File: src/rtl/instruction_encoder.sv
// instruction_encoder: turns op/register/immediate tuples into RV32IM-subset
// instruction words and streams them, each tagged with a word-aligned program
// address, over a valid/ready handshake. Rejected requests halt the encoder
// until clear_error.
module instruction_encoder #(
   parameter int DATA_WIDTH        = 32,
   parameter int REGADDR_WIDTH     = 5,
   parameter int INSTRUCTION_WIDTH = 32
) (
   input  logic                         clk,
   input  logic                         reset,
   input  logic                         in_valid,
   output logic                         in_ready,
   input  logic [4:0]                   in_op,
   input  logic [REGADDR_WIDTH-1:0]     in_rd,
   input  logic [REGADDR_WIDTH-1:0]     in_rs1,
   input  logic [REGADDR_WIDTH-1:0]     in_rs2,
   input  logic [DATA_WIDTH-1:0]        in_imm,
   input  logic                         load_address,
   input  logic [DATA_WIDTH-1:0]        address_in,
   output logic                         out_valid,
   input  logic                         out_ready,
   output logic [INSTRUCTION_WIDTH-1:0] out_instruction,
   output logic [DATA_WIDTH-1:0]        out_address,
   output logic                         error,
   output logic [1:0]                   error_code,
   input  logic                         clear_error,
   output logic [7:0]                   error_count
);

   typedef enum logic { S_RUN, S_HALTED } state_t;
   typedef enum logic [1:0] { F_R, F_I, F_B, F_J } fmt_t;

   state_t                         r_state, w_state_nxt;
   logic   [DATA_WIDTH-1:0]        r_addr;
   fmt_t                           w_fmt;
   logic                           w_illegal;
   logic   [2:0]                   w_f3;
   logic   [6:0]                   w_f7;
   logic                           w_range_bad;
   logic   [1:0]                   w_err_code;
   logic   [INSTRUCTION_WIDTH-1:0] w_word;
   logic                           w_accept, w_good, w_bad;
   logic   [DATA_WIDTH-1:0]        w_load_addr, w_tag_addr;

   // Op decode: instruction format, funct3/funct7, legality
   always_comb begin
      w_fmt     = F_R;
      w_f3      = 3'd0;
      w_f7      = 7'h00;
      w_illegal = 1'b0;
      case (in_op)
         5'd0:  begin w_fmt = F_I; w_f3 = 3'd0; end
         5'd1:  begin w_fmt = F_R; w_f3 = 3'd0; w_f7 = 7'h00; end
         5'd2:  begin w_fmt = F_R; w_f3 = 3'd0; w_f7 = 7'h20; end
         5'd3:  begin w_fmt = F_R; w_f3 = 3'd0; w_f7 = 7'h01; end
         5'd4:  begin w_fmt = F_R; w_f3 = 3'd4; w_f7 = 7'h01; end
         5'd5:  begin w_fmt = F_R; w_f3 = 3'd5; w_f7 = 7'h01; end
         5'd6:  begin w_fmt = F_R; w_f3 = 3'd6; w_f7 = 7'h01; end
         5'd7:  begin w_fmt = F_R; w_f3 = 3'd7; w_f7 = 7'h01; end
         5'd8:  begin w_fmt = F_I; w_f3 = 3'd2; end
         5'd9:  begin w_fmt = F_I; w_f3 = 3'd3; end
         5'd10: begin w_fmt = F_R; w_f3 = 3'd2; w_f7 = 7'h00; end
         5'd11: begin w_fmt = F_R; w_f3 = 3'd3; w_f7 = 7'h00; end
         5'd12: begin w_fmt = F_J; end
         5'd13: begin w_fmt = F_B; w_f3 = 3'd0; end
         5'd14: begin w_fmt = F_B; w_f3 = 3'd1; end
         5'd15: begin w_fmt = F_B; w_f3 = 3'd4; end
         5'd16: begin w_fmt = F_B; w_f3 = 3'd5; end
         5'd17: begin w_fmt = F_B; w_f3 = 3'd6; end
         5'd18: begin w_fmt = F_B; w_f3 = 3'd7; end
         default: w_illegal = 1'b1;
      endcase
   end

   // Immediate range check and prioritised error code (illegal > range > odd offset)
   always_comb begin
      w_range_bad = 1'b0;
      case (w_fmt)
         F_I: w_range_bad = ($signed(in_imm) < -2048) || ($signed(in_imm) > 2047);
         F_B: w_range_bad = ($signed(in_imm) < -4096) || ($signed(in_imm) > 4094);
         F_J: w_range_bad = ($signed(in_imm) < -(1 <<< 20)) || ($signed(in_imm) > (1 <<< 20) - 2);
         default: w_range_bad = 1'b0;
      endcase
      if (w_illegal)                                     w_err_code = 2'd1;
      else if (w_range_bad)                              w_err_code = 2'd2;
      else if ((w_fmt == F_B || w_fmt == F_J) && in_imm[0]) w_err_code = 2'd3;
      else                                               w_err_code = 2'd0;
   end

   // Word assembly per format
   always_comb begin
      case (w_fmt)
         F_I:     w_word = {in_imm[11:0], in_rs1, w_f3, in_rd, 7'h13};
         F_B:     w_word = {in_imm[12], in_imm[10:5], in_rs2, in_rs1, w_f3,
                            in_imm[4:1], in_imm[11], 7'h63};
         F_J:     w_word = {in_imm[20], in_imm[10:1], in_imm[11], in_imm[19:12],
                            in_rd, 7'h6F};
         default: w_word = {w_f7, in_rs2, in_rs1, w_f3, in_rd, 7'h33};
      endcase
   end

   assign in_ready    = (r_state == S_RUN) && (!out_valid || out_ready);
   assign w_accept    = in_valid && in_ready;
   assign w_good      = w_accept && (w_err_code == 2'd0);
   assign w_bad       = w_accept && (w_err_code != 2'd0);
   assign w_load_addr = {address_in[DATA_WIDTH-1:2], 2'b00};
   assign w_tag_addr  = load_address ? w_load_addr : r_addr;

   // State register
   always_ff @(posedge clk or posedge reset) begin
      if (reset) r_state <= S_RUN;
      else       r_state <= w_state_nxt;
   end

   // Next state: halt on a rejected accept, resume on clear_error
   always_comb begin
      w_state_nxt = r_state;
      case (r_state)
         S_RUN:    if (w_bad)       w_state_nxt = S_HALTED;
         S_HALTED: if (clear_error) w_state_nxt = S_RUN;
         default:  w_state_nxt = S_RUN;
      endcase
   end

   // Address counter: load has priority, good accepts advance past the tagged word
   always_ff @(posedge clk or posedge reset) begin
      if (reset)       r_addr <= '0;
      else if (w_good) r_addr <= w_tag_addr + DATA_WIDTH'(4);
      else if (load_address) r_addr <= w_load_addr;
   end

   // Output register: reload on good accept, otherwise drain on pop
   always_ff @(posedge clk or posedge reset) begin
      if (reset) begin
         out_valid       <= 1'b0;
         out_instruction <= '0;
         out_address     <= '0;
      end else if (w_good) begin
         out_valid       <= 1'b1;
         out_instruction <= w_word;
         out_address     <= w_tag_addr;
      end else if (out_ready) begin
         out_valid       <= 1'b0;
      end
   end

   // Sticky error flag/code and saturating reject counter
   always_ff @(posedge clk or posedge reset) begin
      if (reset) begin
         error       <= 1'b0;
         error_code  <= 2'd0;
         error_count <= 8'd0;
      end else if (w_bad) begin
         error       <= 1'b1;
         error_code  <= w_err_code;
         if (error_count != 8'hFF) error_count <= error_count + 8'd1;
      end else if (clear_error) begin
         error       <= 1'b0;
         error_code  <= 2'd0;
      end
   end

endmodule
File: config.mk
export PLATFORM = sky130hd
export DESIGN_NAME = instruction_encoder
export DESIGN_NICKNAME = d
export VERILOG_FILES = /design/src/rtl/instruction_encoder.sv
export SDC_FILE = /design/constraint.sdc
export NUM_CORES = 1
export LEC_CHECK = 0
export ABC_AREA = 1
export CAP_MARGIN = 10
export CORE_MARGIN = 2
export CORE_UTILIZATION = 49
export CTS_CLUSTER_DIAMETER = 40
export DETAILED_ROUTE_END_ITERATION = 12
export PLACE_DENSITY = 0.91
export SLEW_MARGIN = 20
export SYNTH_ARGS = -nofsm -noshare
export SYNTH_HDL_FRONTEND = slang
export SYNTH_SLANG_ARGS = --single-unit
File: constraint.sdc
create_clock -name clk -period 4.39 [get_ports clk]
set_input_delay 0.6585 -clock clk [delete_from_list [all_inputs] [get_ports clk]]
set_output_delay 0.6585 -clock clk [all_outputs]
set_load 0.02 [all_outputs]
==> summary.md, run 1 <==
| Metric | Value |
|---|---|
| Number of distinct standard cells referenced by the synthesized netlist | 30 |
| Root Buffer Master | clkbuf_16 |
| Setup repair after global routing missed its margin | false |
| Number of design rule violations left after detail routing | 0 |
| Post-place setup slack | roughly 1.1 ns |
| Max Cap Violations | 0 |
| Post-cts resize count | 0 |
| Top-Level Pins | roughly 170 |
| H-tree lvl count | 3 |
| Pin count of the biggest net entering global routing | 95 |
| Wire length of the first global-routing pass | roughly 28000 um |
| Area enclosed by the die boundary | around 0.014 mm2 |
| CP Launch Type | input port |
| Detailed Routing Iterations Pass 1 | 5 |
| Final layout net count | between 1000 and 1500 |
| Final instance area | ~0.0083 mm2 |
| Int Power | approximately 2.5 mW |
| Initial core utilization | 0.500 |
| Leak Pwr | between 4 and 5 nW |
| Number of instances on the worst hold path | 2 |
| Iter 0 DRT Violations | 390 |
| Net count after synthesis | 990 |
| Number of clock sinks | 107 |
| Upper clock frequency limit | between 300 and 400 MHz |
| Avg Inst Size Synth | around 7 um2 |
| Power dissipated by switching net loads | 1.38 mW |
| Worst min-delay path category | register to register |
| Worst vdd rail ir drop | between 0.3 and 0.4 mV |
| Hold buffer count at CTS | 0 |
| Transition time at the pin with the least slew margin | 0.883 ns |
| P per Cell Area | 466 mW/mm2 |
| Buffers inserted by post-CTS timing repair | 0 |
| Count of buffers from port buffering | roughly 160 |
| Fraction of power spent switching nets | 0.354 |
| Post-place instance area | roughly 0.0080 mm2 |
| Power share of the sequential group | 0.370 |
| Max-slew headroom | 0.411 |
| Clock Latency Late Sink | roughly 0.35 ns |
| Top metal layer carrying routed signals | met4 |
| Share of the cycle needed by the critical path after routing | 0.679 |
| Half-perimeter wire length after placement | approximately 12000 um |
| TritonCTS clock tree | done |
| Worst setup path startpoint | load_address |
| Sum Neg Setup Slack | 0 ns |
| Final core occ | 0.667 |
| Number of register bits inferred by synthesis | around 110 |
| Minimum setup slack in the final design | around 1.4 ns |
| Average via count per standard cell | between 5 and 6 |
| Flop2flop setup slack | between 2 and 2.5 ns |
| Clock power frac | 0.237 |
| Wire length on met1 | about 7000 um |
| Relative contribution of combinational cells to total power | 0.393 |
| Row Count | 41 |
| Routed WL | approximately 17000 um |
| Type of element capturing the critical path | register |
| Vias post-DR | about 6300 |
| Clock slew seen by the registers of the worst setup and hold paths | roughly 0.07 ns |
| Synth warnings | 0 |
| Post-synthesis cell area | 0.00625 mm2 |
| Number of antenna violations at the first check in global routing | 0 |
| Core region area | between 0.01 and 0.015 mm2 |
| Finish-stage setup viols | 0 |
| Origin of the critical flop-to-flop path | out_valid |
| Buffer depth of the longest clock path | 2 |
| Area Overhead vs Synth | 33.4% |
| Number of antenna diodes | 0 |
| Routability-driven placement congestion ratio | about 1 |
| Required time at the worst-slack endpoint | roughly 4.6 ns |
| Crit Path Class | input port to register |
| Outcome | complete, no violations |
| Total count of hold-check failures in the final report | 0 |
| Register area | 0.00268 mm2 |
| Worst Reg-to-Reg Cells | 9 |
| Final clock skew | just under 0.006 ns |
| WL/cell | roughly 14 um |
| Post-layout instance count excluding filler cells | approximately 1200 |
| Time the final worst path needs with I/O delays and setup | 2.98 ns |
| Critical-path maximum fanout | 18 |
| Count of pins over their slew limit | 0 |
| CTS buffer count | 9 |
| Sequential area share after synthesis | 0.428 |
| Overflow after GRT | 0 |
| Fraction of final layout cells sized beyond drive strength 1 | 0.0389 |
| Overall die width | around 120 um |
| Fill cell total of the finished layout | approximately 1100 |
| Number of cells in the design after placement | 1210 |
| Die Y | around 120 um |
| Combined global-route utilization of all metal layers | 0.256 |
| Met2 Wirelength | 8280 um |
| Sum of met3 wire segment lengths after detailed routing | 1140 um |
| Total area of multi-input combinational cells | between 0.003 and 0.004 mm2 |
| Cells after Synth | approximately 900 |
| Worst reg2reg endpoint | r_addr[28] |
| Hold Crit Start | r_addr[1] |
| Critical Path AT | 3.21 ns |
| Worst hold endpoint | r_addr[1] |
| Antenna violation net count after detailed routing | 0 |
| Number of global-route vias before repair | around 6000 |
## worst max-delay path by stage
stage                             to  slack, ns  cells after the start
after detailed placement  r_addr[30]       1.11                     12
after CTS                 r_addr[30]       1.47                     12
final                     r_addr[28]       1.41                     12
after global placement    r_addr[30]       1.13                     12
after global routing      r_addr[30]       1.17                     12
after floorplan                error       0.91                      1
## routing by layer
layer / vias to the layer above / track usage
met2: 254 / 0.452
met1: 2885 / 0.302
li1: 3103 / -
met3: 47 / 0.0438
met4: 0 / 0.127
met5: - / 0
## layout make-up
class / count / share of cell area
well taps: 172 / 0.0258
clock buffers: 10 / 0.0274
flip-flops and latches: 107 / 0.321
inverters: 106 / 0.0480
multi-input cells: 656 / 0.363
repair buffers: 169 / 0.203
clock inverters: 5 / 0.0123
## metrics by stage
step / hold WS [ns] / power (mW)
after detailed placement: 0.463 / 2.98
after floorplan: 0.431 / 2.25
after CTS: 0.480 / 3.91
after global routing: 0.494 / 4.11
after global placement: 0.449 / 2.94
final: 0.476 / 3.89
## cells in the final DEF, fill, tap and decap left out, types with 17 or more instances in the layout
master and instances:
nor2_1 87, xor2_1 30, nand3_1 28, nand2_1 347, clkdlybuf4s50_1 164, o21ai_1 53
inv_1 100, nor3_1 17, dfrtp_1 107, o21ai_0 37
## power by group through the flow
stage          registers (mW)  logic [mW]  clock network, mW
2_1_floorplan            1.73       0.525                  0
3_3_place_gp             1.44        1.50                  0
3_5_place_dp             1.45        1.53                  0
4_1_cts                  1.44        1.54              0.933
5_1_grt                  1.47        1.67              0.969
6_report                 1.44        1.53              0.921
## cell usage after synthesis
| master | n | area (um2) |
|---|---|---|
| ha_1 | 2 | 25.0 |
| nand4_1 | 16 | 100 |
| buf_2 | 16 | 80.1 |
| inv_1 | 101 | 379 |
| xor2_1 | 30 | 263 |
| nor3_1 | 17 | 85.1 |
| xnor2_1 | 4 | 35.0 |
| o21ai_2 | 1 | 8.76 |
| nand3b_1 | 2 | 15.0 |
| nor3_2 | 2 | 20.0 |
| o21ai_0 | 37 | 185 |
| clkbuf_1 | 5 | 18.8 |
| nor2_4 | 2 | 22.5 |
| nand4_2 | 1 | 12.5 |
| nand3_1 | 28 | 140 |
| nor2_1 | 87 | 327 |
| buf_4 | 8 | 60.1 |
| and2_1 | 2 | 12.5 |
| a221oi_1 | 1 | 8.76 |
| o211ai_1 | 1 | 7.51 |
| or2_2 | 7 | 43.8 |
| nand2_1 | 347 | 1300 |
| o2111ai_1 | 2 | 17.5 |
| nand3_2 | 2 | 20.0 |
| nand3_4 | 1 | 17.5 |
| a21oi_1 | 5 | 25.0 |
| o21ai_1 | 53 | 265 |
| inv_2 | 5 | 18.8 |
| dfrtp_1 | 107 | 2680 |
| mux2i_1 | 6 | 60.1 |
## worst max-delay path, cell delays in order
cell and delay [ns]:
clkdlybuf4s50_1 0.42, inv_1 0.43, or2_2 0.20, o21ai_0 0.15, inv_1 0.13, ha_1 0.24
inv_1 0.08, nor3_1 0.42, nand2_1 0.15, xor2_1 0.16, nand2_1 0.09, nand2_1 0.07
## logic make-up (layout without fill, tap and decap cells)
logic type / count (synthesis) / in the layout / synth area share
and+or+nand+nor: 514 / 514 / 0.339
buffers and inverters: 135 / 290 / 0.0890
DFF: 107 / 107 / 0.428
AOI/OAI and AO/OA: 100 / 100 / 0.0828
xor gates and xnor gates: 34 / 34 / 0.0476
muxes: 6 / 6 / 0.00960
adders and majority gates: 2 / 2 / 0.00400
## state kept, by name, summed over array words and instances, names as in the netlist
| signal | count |
|---|---|
| error | 1 |
| error_code | 2 |
| error_count | 8 |
| out_address | 32 |
| out_instruction | 30 |
| out_valid | 1 |
| r_addr | 32 |
| r_state | 1 |
Power figures use the tool's default switching activity.
==> run 2, diff against run 1 <==
==> constraint.sdc (replaced) <==
create_clock -name clk -period 3.1 [get_ports clk]
set_input_delay 0.465 -clock clk [delete_from_list [all_inputs] [get_ports clk]]
set_output_delay 0.465 -clock clk [all_outputs]
set_load 0.02 [all_outputs]
==> run 2 against run 1 <==
  * Sequential power is 41% higher
  * Critical endpoint unchanged
  * Final area grew 2.2%
  * Via count grew 1.6%
  * Combinational power rose by 44%
==> summary.md, run 2 (same netlist as run 1, synthesis figures left out) <==
| Metric | Value |
|---|---|
| Outcome | complete, no violations |
| Core region area | 0.0125 mm2 (unchanged) |
| Hold Crit Start | r_state |
| Clock slew seen by the registers of the worst setup and hold paths | 0.07 ns (about the same) |
| Antenna violation net count after detailed routing | 0 (unchanged) |
| Biggest regs | out_address (32), r_addr (32), out_instruction (30) |
| Number of instances on the worst hold path | 2 (unchanged) |
| Transition time at the pin with the least slew margin | 0.753 ns (-0.130 ns) |
| Total count of hold-check failures in the final report | 0 (unchanged) |
| Buffers inserted by post-CTS timing repair | 0 (unchanged) |
| Count of buffers from port buffering | 164 (unchanged) |
| Wire length of the first global-routing pass | 28400 um (+3.1%) |
| Post-cts resize count | 0 (unchanged) |
| Die Y | 117 um (unchanged) |
| Routed WL | 17400 um (+2.1%) |
| Top-Level Pins | 167 (unchanged) |
| Initial core utilization | 0.500 (unchanged) |
| Routability-driven placement congestion ratio | 0.954 (-3.9%) |
| Sum Neg Setup Slack | 0 ns (unchanged) |
| Required time at the worst-slack endpoint | 3.34 ns (-1.28 ns) |
| Share of the cycle needed by the critical path after routing | 0.849 |
| Worst min-delay path category | register to register |
| Worst Reg-to-Reg Cells | 10 (+1) |
| CP Launch Type | input port |
| Leak Pwr | 4.20 nW (+2.6%) |
| Origin of the critical flop-to-flop path | out_valid |
| CTS buffer count | 9 (unchanged) |
| Number of design rule violations left after detail routing | 0 (unchanged) |
| Fraction of final layout cells sized beyond drive strength 1 | 0.0587 (+0.0197) |
| Upper clock frequency limit | approximately 380 MHz |
| Overflow after GRT | 0 (unchanged) |
| Setup repair after global routing missed its margin | false |
| Type of element capturing the critical path | register |
| Combined global-route utilization of all metal layers | 0.264 (+0.00789) |
| Vias post-DR | 6388 (+1.6%) |
| H-tree lvl count | 3 (unchanged) |
| Detailed Routing Iterations Pass 1 | 5 (unchanged) |
| Overall die width | 117 um (unchanged) |
| Hold buffer count at CTS | 0 (unchanged) |
| Flop2flop setup slack | 1.11 ns (-1.17 ns) |
| Finish-stage setup viols | 0 (unchanged) |
| WL/cell | 13.9 um (+0.36%) |
| Area enclosed by the die boundary | 0.0137 mm2 (unchanged) |
| P per Cell Area | 642 mW/mm2 (+38%) |
| Pin count of the biggest net entering global routing | 66 (-31%) |
| Buffer depth of the longest clock path | 2 (unchanged) |
| Pwr Total | 5.48 mW (+41%) |
| Commonest non-fill, non-tap cells in the layout | nand2_1 (347), clkdlybuf4s50_1 (164), dfrtp_1 (107) |
| Worst reg2reg endpoint | r_addr[20] |
| Final layout net count | 1162 (+1.8%) |
| Half-perimeter wire length after placement | 13200 um (+5.4%) |
| Crit Path Class | input port to register |
| Final clock skew | 0.0115 ns (+0.00561 ns) |
| Worst hold endpoint | r_state |
| Critical-path maximum fanout | 11 (-7) |
| Area Overhead vs Synth | 36.3% |
| Root Buffer Master | clkbuf_16 |
| Max Cap Violations | 0 (unchanged) |
| Max-slew headroom | 0.497 (+0.0856) |
| Average via count per standard cell | 5.13 (-0.14%) |
| Worst vdd rail ir drop | 0.365 mV (+17%) |
| Iter 0 DRT Violations | 369 (-5.4%) |
| Row Count | 41 (unchanged) |
| Critical Path AT | 2.87 ns (-0.34 ns) |
| Number of global-route vias before repair | 6135 (+2.5%) |
| TritonCTS clock tree | done |
| Count of pins over their slew limit | 0 (unchanged) |
| Clock Latency Late Sink | 0.35 ns (about the same) |
| Most common cell after layout, fill and taps aside | nand2_1 |
| Number of antenna diodes | 0 (unchanged) |
| Number of antenna violations at the first check in global routing | 0 (unchanged) |
| Number of clock sinks | 107 (unchanged) |
| Time the final worst path needs with I/O delays and setup | 2.63 ns |
## run 2: stage by stage
stage | worst slack (ns) | instances | hold slack, ns | utilization | instance area (um2)
floorplan | 0.931 | 898 | 0.431 | - | 6260
global placement | 0.217 | 1231 | 0.451 | 0.656 | 8210
detailed placement | 0.144 | 1231 | 0.456 | 0.656 | 8210
CTS | 0.507 | 1246 | 0.487 | 0.681 | 8530
global route | 0.281 | 1246 | 0.510 | 0.681 | 8530
finish | 0.468 | 1246 | 0.487 | 0.681 | 8530
## run 2: layout make-up
cell class / count / area (um2)
multi-input cells: 656 / 3030
flip-flops and latches: 107 / 2680
inverters: 106 / 402
repair buffers: 190 / 1890
well taps: 172 / 215
clock inverters: 5 / 77.6
fillers: 1063 / 3990
clock buffers: 10 / 239
## run 2: where the power goes
group / switching [mW] / total, mW / internal [mW]
registers: 0.229 / 2.03 / 1.80
clock network: 0.507 / 1.23 / 0.723
logic: 1.21 / 2.21 / 1.01
## run 2: worst max-delay path, cell delays in order
cell and delay [ns]:
clkdlybuf4s50_1 0.45, inv_1 0.28, buf_4 0.24, nand2_1 0.05
o21ai_0 0.10, buf_4 0.18, nand2_1 0.07, inv_1 0.10
nand2_1 0.09, nor3_1 0.39, nand2_1 0.16, xor2_1 0.16
nand2_1 0.09, nand2_1 0.05
## run 2: worst max-delay path by stage
stage,from,end
after floorplan,load_address,r_addr[30]
after global placement,load_address,r_addr[30]
after detailed placement,load_address,r_addr[30]
after CTS,load_address,r_addr[30]
after global routing,in_op[1],error_count[0]
final,load_address,r_addr[28]
## run 2: per-layer routing
metal	track usage	routed length, um
met1	0.317	6810
met5	0	0
met4	0.105	493
met2	0.461	8750
met3	0.0602	1300
==> run 3, diff against run 2 <==
==> constraint.sdc (replaced) <==
create_clock -name clk -period 2.47 [get_ports clk]
set_input_delay 0.3705 -clock clk [delete_from_list [all_inputs] [get_ports clk]]
set_output_delay 0.3705 -clock clk [all_outputs]
set_load 0.02 [all_outputs]
==> run 3 against run 2 <==
  * Worst setup slack worse by 0.30 ns
  * Non-clock buffer count up 78
  * Clock power up 36%
  * Via count up 4.8%
  * Sequential power up 26%
  * Final area up 7.8%
  * Clock skew down 0.0054 ns
  * Cell count up 6.3%
  * Die area unchanged
  * Combinational power up 35%
  * Count of clock-buffer cells in the layout up 2
  * Routed wire length up 3.7%
  * Critical path type unchanged
==> summary.md, run 3 (same netlist as run 1, synthesis figures left out) <==
| Metric | Value |
|---|---|
| Clock slew seen by the registers of the worst setup and hold paths | 0.07 ns (about the same) |
| Required time at the worst-slack endpoint | 2.71 ns (-0.63 ns) |
| Overflow after GRT | 0 (unchanged) |
| Wire length of the first global-routing pass | 29700 um (+4.7%) |
| Clock power frac | 0.232 (+0.007) |
| Cell-by-cell listing of the critical path | clkdlybuf4s50_1 > buf_4 > buf_12 > o21ai_0 > nor2_1 > nand2_1 > nor3_1 > nand2_1 > xor2_1 > nand2_1 > nand2_1 |
| Clock Latency Late Sink | 0.34 ns (about the same) |
| Origin of the critical flop-to-flop path | r_addr[3] |
| Count of pins over their slew limit | 0 (unchanged) |
| Worst-path cell with the longest stage delay | clkdlybuf4s50_1 |
| H-tree lvl count | 3 (unchanged) |
| Final instance area | 0.00919 mm2 (+7.8%) |
| Critical path's largest stage delay | 0.50 ns (+0.05 ns) |
| Post-place instance area | 0.00884 mm2 (+7.7%) |
| Routability-driven placement congestion ratio | 0.998 (+4.6%) |
| Average via count per standard cell | 5.05 (-1.4%) |
| Time the final worst path needs with I/O delays and setup | 2.30 ns |
| Transition time at the pin with the least slew margin | 0.575 ns (-0.178 ns) |
| Power share of the sequential group | 0.355 (-0.016) |
| Overall die width | 117 um (unchanged) |
| Buffer depth of the longest clock path | 2 (unchanged) |
| Number of antenna diodes | 0 (unchanged) |
| Row Count | 41 (unchanged) |
| Number of cells in the design after placement | 1309 (+6.3%) |
| Max-slew headroom | 0.616 (+0.120) |
| Area enclosed by the die boundary | 0.0137 mm2 (unchanged) |
| Half-perimeter wire length after placement | 13600 um (+3.4%) |
| Vias post-DR | 6695 (+4.8%) |
| Worst setup path startpoint | load_address |
| Buffer and inverter count on the worst path | 3 (-2) |
| Final layout net count | 1240 (+6.7%) |
| Hold WS | 0.487 ns (+0.000335 ns) |
| Area Overhead vs Synth | 47.0% |
| Hold Crit Start | out_address[29] |
| Detailed Routing Iterations Pass 1 | 8 (+3) |
| P per Cell Area | 783 mW/mm2 (+22%) |
| Number of design rule violations left after detail routing | 0 (unchanged) |
| Worst vdd rail ir drop | 0.486 mV (+33%) |
| Post-place setup slack | -0.139 ns (-0.283 ns) |
| Fraction of power spent switching nets | 0.348 (-0.00679) |
| Top-Level Pins | 167 (unchanged) |
| Crit Path Class | input port to register |
| Antenna violation net count after detailed routing | 0 (unchanged) |
| Critical Path AT | 2.53 ns (-0.34 ns) |
| TritonCTS clock tree | done |
| Most common cell after layout, fill and taps aside | nand2_1 |
| Max Cap Violations | 0 (unchanged) |
| Upper clock frequency limit | approximately 440 MHz |
| Initial core utilization | 0.500 (unchanged) |
| Number of clock sinks | 107 (unchanged) |
| Post-layout instance count excluding filler cells | 1325 (+6.3%) |
| Pin count of the biggest net entering global routing | 108 (+64%) |
| CTS buffer count | 9 (unchanged) |
| Combined global-route utilization of all metal layers | 0.275 (+0.0106) |
| Final clock skew | 0.00610 ns (-0.00544 ns) |
| Core region area | 0.0125 mm2 (unchanged) |
| Leak Pwr | 4.61 nW (+9.7%) |
| Iter 0 DRT Violations | 478 (+30%) |
| Total count of hold-check failures in the final report | 0 (unchanged) |
| Die Y | 117 um (unchanged) |
| Minimum setup slack in the final design | 0.172 ns (-0.295 ns) |
| Number of antenna violations at the first check in global routing | 0 (unchanged) |
| CP Launch Type | input port |
| Worst min-delay path category | register to register |
| Most common cell type on the critical path | nand2_1 |
| Biggest regs | out_address (32), r_addr (32), out_instruction (30) |
| Outcome | complete, no violations |
| Root Buffer Master | clkbuf_16 |
| Top cell family by delay on the critical path | simple AND/OR/NAND/NOR gates |
| WL/cell | 13.6 um (-2.5%) |
| Final core occ | 0.734 (+0.0532) |
| Fraction of final layout cells sized beyond drive strength 1 | 0.122 (+0.0636) |
| Sum Neg Setup Slack | 0 ns (unchanged) |
| Pwr Total | 7.20 mW (+31%) |
| Count of buffers from port buffering | 164 (unchanged) |
| Relative contribution of combinational cells to total power | 0.413 (+0.009) |
| Power dissipated by switching net loads | 2.51 mW (+29%) |
| Number of global-route vias before repair | 6649 (+8.4%) |
| Int Power | 4.69 mW (+33%) |
| Type of element capturing the critical path | register |
| Share of the cycle needed by the critical path after routing | 0.930 |
| Commonest non-fill, non-tap cells in the layout | nand2_1 (347), clkdlybuf4s50_1 (164), dfrtp_1 (107) |
| Setup repair after global routing missed its margin | false |
| Finish-stage setup viols | 0 (unchanged) |
| Routed WL | 18000 um (+3.7%) |
| Critical-path maximum fanout | 31 (+20) |
[run 3: cell types whose count changed in the layout (fill, tap and decap cells not counted), sizes merged]
| cell | previous run | this run |
|---|---|---|
| bufinv | 2 | 3 |
| clkbuf | 10 | 12 |
| buf | 26 | 104 |
| clkinv | 2 | 0 |
[run 3: routing by layer]
metal,global-route usage,wire length [um]
met5,0,0
met4,0.124,585
met3,0.0484,1250
met2,0.479,8900
met1,0.332,7250
[run 3: what timing repair did]
item / CTS / global route
gates resized for setup: 0 / 2
setup buffers: 0 / 0
hold endpoints to repair: 0 / 0
endpoints found under the setup margin: 0 / 31
hold buffers: 0 / 0
[run 3: final cells by class]
class,count,area [um2]
fillers,958,3330
multi-input cells,656,3030
inverters,106,402
well taps,172,215
clock buffers,12,246
flip-flops and latches,107,2680
repair buffers,268,2520
clock inverters,4,97.6
[run 3: path summary, 6_finish.rpt]
kind | to | slack [ns] | depth (start not counted)
worst max-delay path | r_addr[30] | 0.17 | 11
worst min-delay path | out_address[29] | 0.49 | 2
worst max register to register | r_addr[30] | 0.66 | 9
worst min register to register | out_address[29] | 0.49 | 2
max in group asynchronous | out_address[28] | 1.50 | 3
min in group asynchronous | out_address[13] | 0.55 | 3
[run 3: power by group through the flow]
stage	clock network, mW	registers (mW)	logic [mW]
CTS	1.69	2.56	2.99
global route	1.77	2.61	3.23
finish	1.67	2.56	2.98
global placement	0	2.56	2.89
detailed placement	0	2.58	2.98
floorplan	0	3.07	0.934
[run 3: tightest hold or removal path: cells and delay by family (launching register included)]
| kind | cells | cell delay, ns |
|---|---|---|
| simple gates | 2 | 0.11 |
| flops | 1 | 0.34 |
